`src/rtl/ir_freq_meter.sv`:
```
// ir_freq_meter: multi-channel IR beacon frequency meter counting rising edges over a common gate window.
// Ports: clk, reset (sync, active-high), enable (run windows continuously), isig[CHANNELS] (async IR inputs),
//        freq[CHANNELS*CNT_W] (latched counts, ch i at [i*CNT_W +: CNT_W]), done (1-cycle update strobe),
//        overflow[CHANNELS] (count saturated last window), in_band[CHANNELS] (BAND_LO <= count <= BAND_HI).
// Build option: define IR_FREQ_BAND_EN to compile in the band comparators; otherwise in_band is tied to 0.
module ir_freq_meter #(
  parameter int CHANNELS    = 4,
  parameter int CNT_W       = 32,
  parameter int GATE_CYCLES = 50_000_000,
  parameter int SYNC_STAGES = 2,
  parameter int BAND_LO     = 900,
  parameter int BAND_HI     = 1100
) (
  input  logic                      clk,
  input  logic                      reset,
  input  logic                      enable,
  input  logic [CHANNELS-1:0]       isig,
  output logic [CHANNELS*CNT_W-1:0] freq,
  output logic                      done,
  output logic [CHANNELS-1:0]       overflow,
  output logic [CHANNELS-1:0]       in_band
);
  // The gate counter is never narrower than CNT_W; it widens only if the window length needs more bits.
  localparam int GATE_W = (CNT_W > $clog2(GATE_CYCLES + 1)) ? CNT_W : $clog2(GATE_CYCLES + 1);
  localparam logic [1:0] IDLE  = 2'd0;
  localparam logic [1:0] GATE  = 2'd1;
  localparam logic [1:0] LATCH = 2'd2;
  localparam logic [CNT_W-1:0]  CNT_MAX   = '1;
  localparam logic [GATE_W-1:0] GATE_LAST = GATE_W'(GATE_CYCLES - 1);
  logic [1:0] state_q, state_d;
  logic [GATE_W-1:0] gate_q, gate_d;
  logic [CHANNELS-1:0][SYNC_STAGES-1:0] sync_q, sync_d;
  logic [CHANNELS-1:0] hist_q, hist_d, rise;
  logic [CHANNELS-1:0][CNT_W-1:0] cnt_q, cnt_d, freq_q, freq_d;
  logic done_q, done_d;
  logic [CHANNELS-1:0] ovf_q, ovf_d;
`ifdef IR_FREQ_BAND_EN
  localparam logic [CNT_W-1:0] LO = CNT_W'(BAND_LO);
  localparam logic [CNT_W-1:0] HI = CNT_W'(BAND_HI);
  logic [CHANNELS-1:0] band_q, band_d;
`endif
  always_comb begin
    state_d = state_q;
    gate_d  = gate_q;
    cnt_d   = cnt_q;
    freq_d  = freq_q;
    done_d  = 1'b0;
    ovf_d   = ovf_q;
`ifdef IR_FREQ_BAND_EN
    band_d  = band_q;
`endif
    for (int i = 0; i < CHANNELS; i++) begin
      sync_d[i] = {sync_q[i][SYNC_STAGES-2:0], isig[i]};
      hist_d[i] = sync_q[i][SYNC_STAGES-1];
      rise[i]   = sync_q[i][SYNC_STAGES-1] & ~hist_q[i];
    end
    if (state_q == IDLE) begin
      gate_d  = '0;
      cnt_d   = '0;
      state_d = enable ? GATE : IDLE;
    end else if (state_q == GATE) begin
      if (!enable) begin
        // Abort: drop the partial window, outputs keep their last latched values.
        gate_d  = '0;
        cnt_d   = '0;
        state_d = IDLE;
      end else begin
        gate_d = gate_q + 1'b1;
        for (int i = 0; i < CHANNELS; i++)
          cnt_d[i] = (rise[i] && cnt_q[i] != CNT_MAX) ? cnt_q[i] + 1'b1 : cnt_q[i];
        state_d = (gate_q == GATE_LAST) ? LATCH : GATE;
      end
    end else if (state_q == LATCH) begin
      // Edges seen in this cycle are intentionally discarded by the counter clear.
      freq_d = cnt_q;
      done_d = 1'b1;
      for (int i = 0; i < CHANNELS; i++) begin
        ovf_d[i] = cnt_q[i] == CNT_MAX;
`ifdef IR_FREQ_BAND_EN
        band_d[i] = cnt_q[i] >= LO && cnt_q[i] <= HI;
`endif
      end
      gate_d  = '0;
      cnt_d   = '0;
      state_d = enable ? GATE : IDLE;
    end else begin
      state_d = IDLE;
    end
  end
  always_ff @(posedge clk) begin
    if (reset) begin
      state_q <= IDLE;
      gate_q  <= '0;
      sync_q  <= '0;
      hist_q  <= '0;
      cnt_q   <= '0;
      freq_q  <= '0;
      done_q  <= 1'b0;
      ovf_q   <= '0;
    end else begin
      state_q <= state_d;
      gate_q  <= gate_d;
      sync_q  <= sync_d;
      hist_q  <= hist_d;
      cnt_q   <= cnt_d;
      freq_q  <= freq_d;
      done_q  <= done_d;
      ovf_q   <= ovf_d;
    end
  end
`ifdef IR_FREQ_BAND_EN
  always_ff @(posedge clk) begin
    if (reset) band_q <= '0;
    else band_q <= band_d;
  end
  assign in_band = band_q;
`else
  assign in_band = '0;
`endif
  assign freq     = freq_q;
  assign done     = done_q;
  assign overflow = ovf_q;
endmodule

```
`config.mk`:
```
export PLATFORM = sky130hd
export DESIGN_NAME = ir_freq_meter
export DESIGN_NICKNAME = d
export VERILOG_FILES = /design/src/rtl/ir_freq_meter.sv
export SDC_FILE = /design/constraint.sdc
export NUM_CORES = 1
export LEC_CHECK = 0
export BUFFER_PORTS_ARGS = -buffer_cell sky130_fd_sc_hd__buf_2
export CORE_MARGIN = 2
export CORE_UTILIZATION = 53
export DETAILED_ROUTE_END_ITERATION = 10
export GPL_ROUTABILITY_DRIVEN = 0
export HOLD_SLACK_MARGIN = 0.08
export PLACE_DENSITY = 0.76
export SYNTH_ARGS = -nofsm -noshare
export SYNTH_HDL_FRONTEND = slang
export SYNTH_SLANG_ARGS = --single-unit
```
`constraint.sdc`:
```
create_clock -name clk -period 2.3 [get_ports clk]
set_input_delay 0.115 -clock clk [delete_from_list [all_inputs] [get_ports clk]]
set_output_delay 0.115 -clock clk [all_outputs]
set_load 0.1 [all_outputs]
```
== Yosys cells after proc, flatten, opt, wreduce, memory -nomap -nowiden ==
Cells that the tools add are included.
W data, S select, Z words.

* Add/subtract/negate cells: 5
* Equality and inequality tests: 15
* Mux-type cells: 17
* Bitwise operators: 10
* Reduce and logical (&&, ||, !) cells: 13

{| class="wikitable"
|+ Operators by type and width
! cell !! count
|-
| $mux W128 || 3
|-
| $mux W32 || 7
|-
| $add A32 B1 Y32 const B || 5
|-
| $eq A32 B32 Y1 const B || 4
|-
| $ne A32 B32 Y1 const B || 4
|-
| $eq A32 B26 Y1 const B || 1
|-
| $ne A3 B2 Y1 const B || 4
|-
| $mux W2 || 4
|-
| $reduce_and A2 Y1 || 4
|-
| $not A1 Y1 || 6
|-
| $and A1 B1 Y1 || 4
|-
| $logic_and A1 B1 Y1 || 4
|-
| $mux W1 || 3
|-
| $reduce_and A3 Y1 || 1
|-
| $reduce_or A3 Y1 || 1
|-
| $eq A2 B1 Y1 const B || 1
|-
| $eq A2 B2 Y1 const B || 1
|-
| $logic_not A2 Y1 || 1
|-
| $reduce_bool A2 Y1 || 1
|-
| $reduce_or A2 Y1 || 1
|}

* Flip-flop bits (word level): 307
* Input bits: 7

== Longest topological paths before layout ==
* Depth after elaboration: 6
* Mapped depth: 10

== Worst setup path after synthesis ==
OpenSTA, ideal clock, no wires.

* Path type: register -> register
* From: register state_q[1]
* To: register gate_q[27]
* Library setup time: 0.071 ns
* Data arrival time: 2.194 ns
* Data required time: 2.229 ns
* Path slack: 0.035 ns
* Stages on the path, launching flop included: 9
* Clock period less this slack: 2.265 ns
* Cell sequence: dfxtp_1 inv_1 ha_1 clkbuf_1 nand4_1 nor4_1 nand3_1 or3_1 a21oi_1

* Cells in the longest elaborated chain, start to end: 2
* Elaborated cells between the ends (all ways): 6
* Classes of those cells: eq/ne: 2; mux: 1; reduce/logical: 3

{| class="wikitable"
|+ RTL lines
! what !! RTL line !! text
|-
| start: declaration || 30 || <nowiki>logic [1:0] state_q, state_d;</nowiki>
|-
| start signal: assignment || 101 || <nowiki>state_q <= state_d;</nowiki>
|-
| $eq A2 B1 Y1 (tied with other cells) || 61 || <nowiki>end else if (state_q == GATE) begin</nowiki>
|-
| $mux W32 (tied with other cells) || 61 ||
|-
| end signal: assignment || 102 || <nowiki>gate_q <= gate_d;</nowiki>
|-
| end: declaration || 31 || <nowiki>logic [GATE_W-1:0] gate_q, gate_d;</nowiki>
|}

Parallel ways exist; a longest one is shown, timed or not.
A chain may end at the register's enable or synchronous reset.

== Worst setup path after layout ==
* From: register cnt_q[32] in the netlist's numbering
* To: register cnt_q[37] in the netlist's numbering

* Cells in the longest elaborated chain, start to end: 4
* Elaborated cells between the ends (all ways): 8
* Classes of those cells: add/sub: 1; eq/ne: 2; mux: 3; reduce/logical: 2

{| class="wikitable"
|+ RTL lines
! what !! RTL line !! text
|-
| start: declaration || 34 || <nowiki>logic [CHANNELS-1:0][CNT_W-1:0] cnt_q, cnt_d, freq_q, freq_d;</nowiki>
|-
| start signal: assignment || 105 || <nowiki>cnt_q <= cnt_d;</nowiki>
|-
| $add A32 B1 Y32 / $ne A32 B32 Y1 (equally long branches) || 70 || <nowiki>cnt_d[i] = (rise[i] && cnt_q[i] != CNT_MAX) ? cnt_q[i] + 1'b1 : cnt_q[i];</nowiki>
|-
| $mux W32 / $logic_and A1 B1 Y1 (equally long branches) || 70 ||
|-
| $mux W128 / $ne A3 B2 Y1 (equally long branches) || -- ||
|-
| $mux W128 / $reduce_and A2 Y1 (equally long branches) || -- ||
|}

Parallel ways exist; a longest one is shown, timed or not. The select of a mux whose other input is x is not followed.

==> flow_summary.json <==
{
  "fillerInstances": 1955,
  "wl_met2_um": 16000,
  "pwr-share-clk_pct": 48.0,
  "finalSetupViolCount": 0,
  "max_slew_margin_pct": 45.8,
  "met3_length_um": 1860,
  "ys_types": 59,
  "final_nets": 1783,
  "antenna_left": 0,
  "drv_slew": 0,
  "grt_usage_pct": 25.1,
  "place_area_sq_um": 15200,
  "crit_required_ns": 2.75,
  "drt-total-wl_um": 33600,
  "dpl.cell_count": 2053,
  "hold_class": "input pin to register",
  "hpwl_um": 22900,
  "die-height_um": 162,
  "worst_slack_ns": 0.133,
  "cap_violations": 0,
  "cp-end-kind": "register",
  "yosysSeqAreaShare_pct": 46.3,
  "crit_path_start_kind": "register",
  "intPower_w": 0.00856,
  "worst_pin_slew_ns": 0.813,
  "clockRootBuffer": "clkbuf_16",
  "power_density_nw_per_um2": 656,
  "avgSynthCellArea_sq_um": 8.60,
  "grt_antenna_before_repair": 0,
  "p_sw_w": 0.00218,
  "power.leakage_nw": 6.28,
  "reg2reg_slack_ns": 0.13,
  "fin_crit_sh_pct": 94.2,
  "outcome": "finished clean",
  "finalHoldViolCount": 0,
  "wirelength_met1_um": 15100,
  "drive_gt1_share_pct": 20.3,
  "grt_overflow": 0,
  "cts_tree": "done",
  "synth_top_area_share_pct": 46.3,
  "hold_ws_ns": 0.312,
  "clock_path_buffers": 3,
  "synth_cells": 1543,
  "worstPathArrival_ns": 2.62,
  "clk_latency_ns": 0.55,
  "clock_skew_ns": 0.0187,
  "layout_min_cycle_time_ns": 2.17,
  "ys_ff_latch": 307,
  "fmax_mhz": 461,
  "layoutNonFillerInstCount": 2113,
  "rsz0062_at_grt": "false",
  "die-width_um": 162,
  "comb_power_share_pct": 2.3,
  "synth_edf_count": 0,
  "vias_per_cell": 5.77,
  "n_antenna_cell": 0,
  "clock-sinks": 307,
  "vdd_drop_max_v": 0.000546,
  "rows": 57,
  "synth_area_leaders": "dfxtp_1 (46%), mux2i_1 (9.8%), nor2_1 (6.9%), o21ai_0 (5.1%), o31ai_1 (3.0%)",
  "vias": 12200,
  "area_growth_pct": 23.5,
  "drcViolationCount": 0,
  "first_pass_iters": 5,
  "cts_buffers": 30,
  "fp.coreArea_sq_um": 24500,
  "ys.warnings.count": 0,
  "post_cts.repair.setup_buffers": 0,
  "final_cell_area_sq_um": 16400,
  "syn_area_sq_um": 13300,
  "htreeDepth": 1,
  "final_common_cell": "dfxtp_1",
  "grt_pass1_vias": 11700,
  "drtIter0Drc": 1056,
  "criticalPathCategory": "register to register",
  "clk_pin_slew_ns": 0.06,
  "start_util_pct": 54.2,
  "synth.largest_area_cell": "dfxtp_1",
  "ios": 144,
  "place_ws_ns": -0.0987,
  "synth_ff_type": "dfxtp_1",
  "grt_max_degree": 81,
  "share_seq_of_total_power_pct": 49.6,
  "reg2reg_depth": 9,
  "highest_layer": "met4",
  "layout_common_cells": "dfxtp_1 (303), nor2_1 (243), buf_4 (141)",
  "wl_per_cell_um": 15.9,
  "port_buffers": 139,
  "die_area_sq_um": 26300,
  "hold_depth": 3,
  "async_reset_ff_share_pct": 0,
  "switching_share_pct": 20.3,
  "worstPathMaxFanout": 5,
  "grt_pass1_wl_um": 56000
}
-- critical path, stage by stage (launching register included) --
cell      delay (ns)
dfxtp_1         0.32
ha_1            0.21
and3_1          0.20
buf_4           0.15
nand3_1         0.13
nor4_2          0.07
buf_4           0.15
nand2b_1        0.17
or4_1           0.47
a31oi_1         0.21
-- cells in the mapped netlist, types with 15 or more instances --
library cell  instances
a21oi_1              71
a31oi_1              43
and3_1               36
and4_1               16
buf_1                15
clkbuf_1             70
dfxtp_1             307
inv_1                17
mux2i_1             130
nand2_1              92
nand3_1              79
nand4_1              44
nor2_1              243
nor2b_1              16
nor3_1               17
o21ai_0             136
o31ai_1              53
or3_1                16
xor2_1               17
-- cell families after synthesis --
group	count (synthesis)	synth area share, %
other	1	0.0283
DFF	307	46.3
xor gates and xnor gates	24	1.58
and+or+nand+nor	617	22.9
muxes	130	9.81
AOI/OAI and AO/OA	335	14.8
buffers and inverters	120	3.71
adders and majority gates	9	0.849
-- metal layers --
metal,vias to the layer above,global-route usage (%)
li1,6019,-
met1,5752,33.4
met2,371,42.4
met3,58,3.40
met4,0,7.92
met5,-,0
-- path summary, 6_finish.rpt --
kind	endpoint	start
setup / recovery	cnt_q[37]	cnt_q[32]
hold / removal	sync_d[1]	isig[0]
setup reg to reg	cnt_q[37]	cnt_q[32]
hold reg to reg	hist_d[0]	sync_d[1]
-- per-stage QoR --
| step | TNS, ns | power (W) | utilization [%] |
|---|---|---|---|
| 2_1_floorplan | 0 | 0.00561 | - |
| 3_3_place_gp | -0.137 | 0.00569 | 62.1 |
| 3_5_place_dp | -0.387 | 0.00569 | 62.1 |
| 4_1_cts | 0 | 0.0108 | 66.7 |
| 5_1_grt | 0 | 0.0111 | 67.0 |
| 6_report | 0 | 0.0107 | 67.0 |
-- power by group through the flow --
| stage | clock network (W) | logic (W) | registers, W |
|---|---|---|---|
| final | 0.00516 | 0.000247 | 0.00533 |
| after global placement | 0 | 0.000233 | 0.00545 |
| after detailed placement | 0 | 0.000234 | 0.00545 |
| after global routing | 0.00549 | 0.000266 | 0.00533 |
| after floorplan | 0 | 0.000156 | 0.00545 |
| after CTS | 0.00526 | 0.000244 | 0.00533 |
-- cell type report --
class / instances / area, sq um / share of cell area (%)
clock buffer: 45 / 908 / 5.54
clock inverter: 9 / 151 / 0.924
inverter: 17 / 63.8 / 0.389
multi-input combinational: 1119 / 6750 / 41.2
sequential: 307 / 6150 / 37.5
tap: 324 / 405 / 2.47
timing repair buffer: 292 / 1950 / 11.9
-- registers in the layout, indices dropped and copies added, names as in the netlist --
register / flops
cnt_q: 128
freq: 128
gate_q: 32
hist_d: 4
hist_q: 4
overflow: 4
sync_d: 4
state_q: 2
done: 1
-- repair_timing --
action / in CTS / in global routing
setup endpoints to repair: 11 / 47
resized for setup: 1 / 15
endpoints found under the hold margin: 15 / 0
hold buffers: 6 / 0
pin swaps: 0 / 1
(Power assumes the default switching activity.)
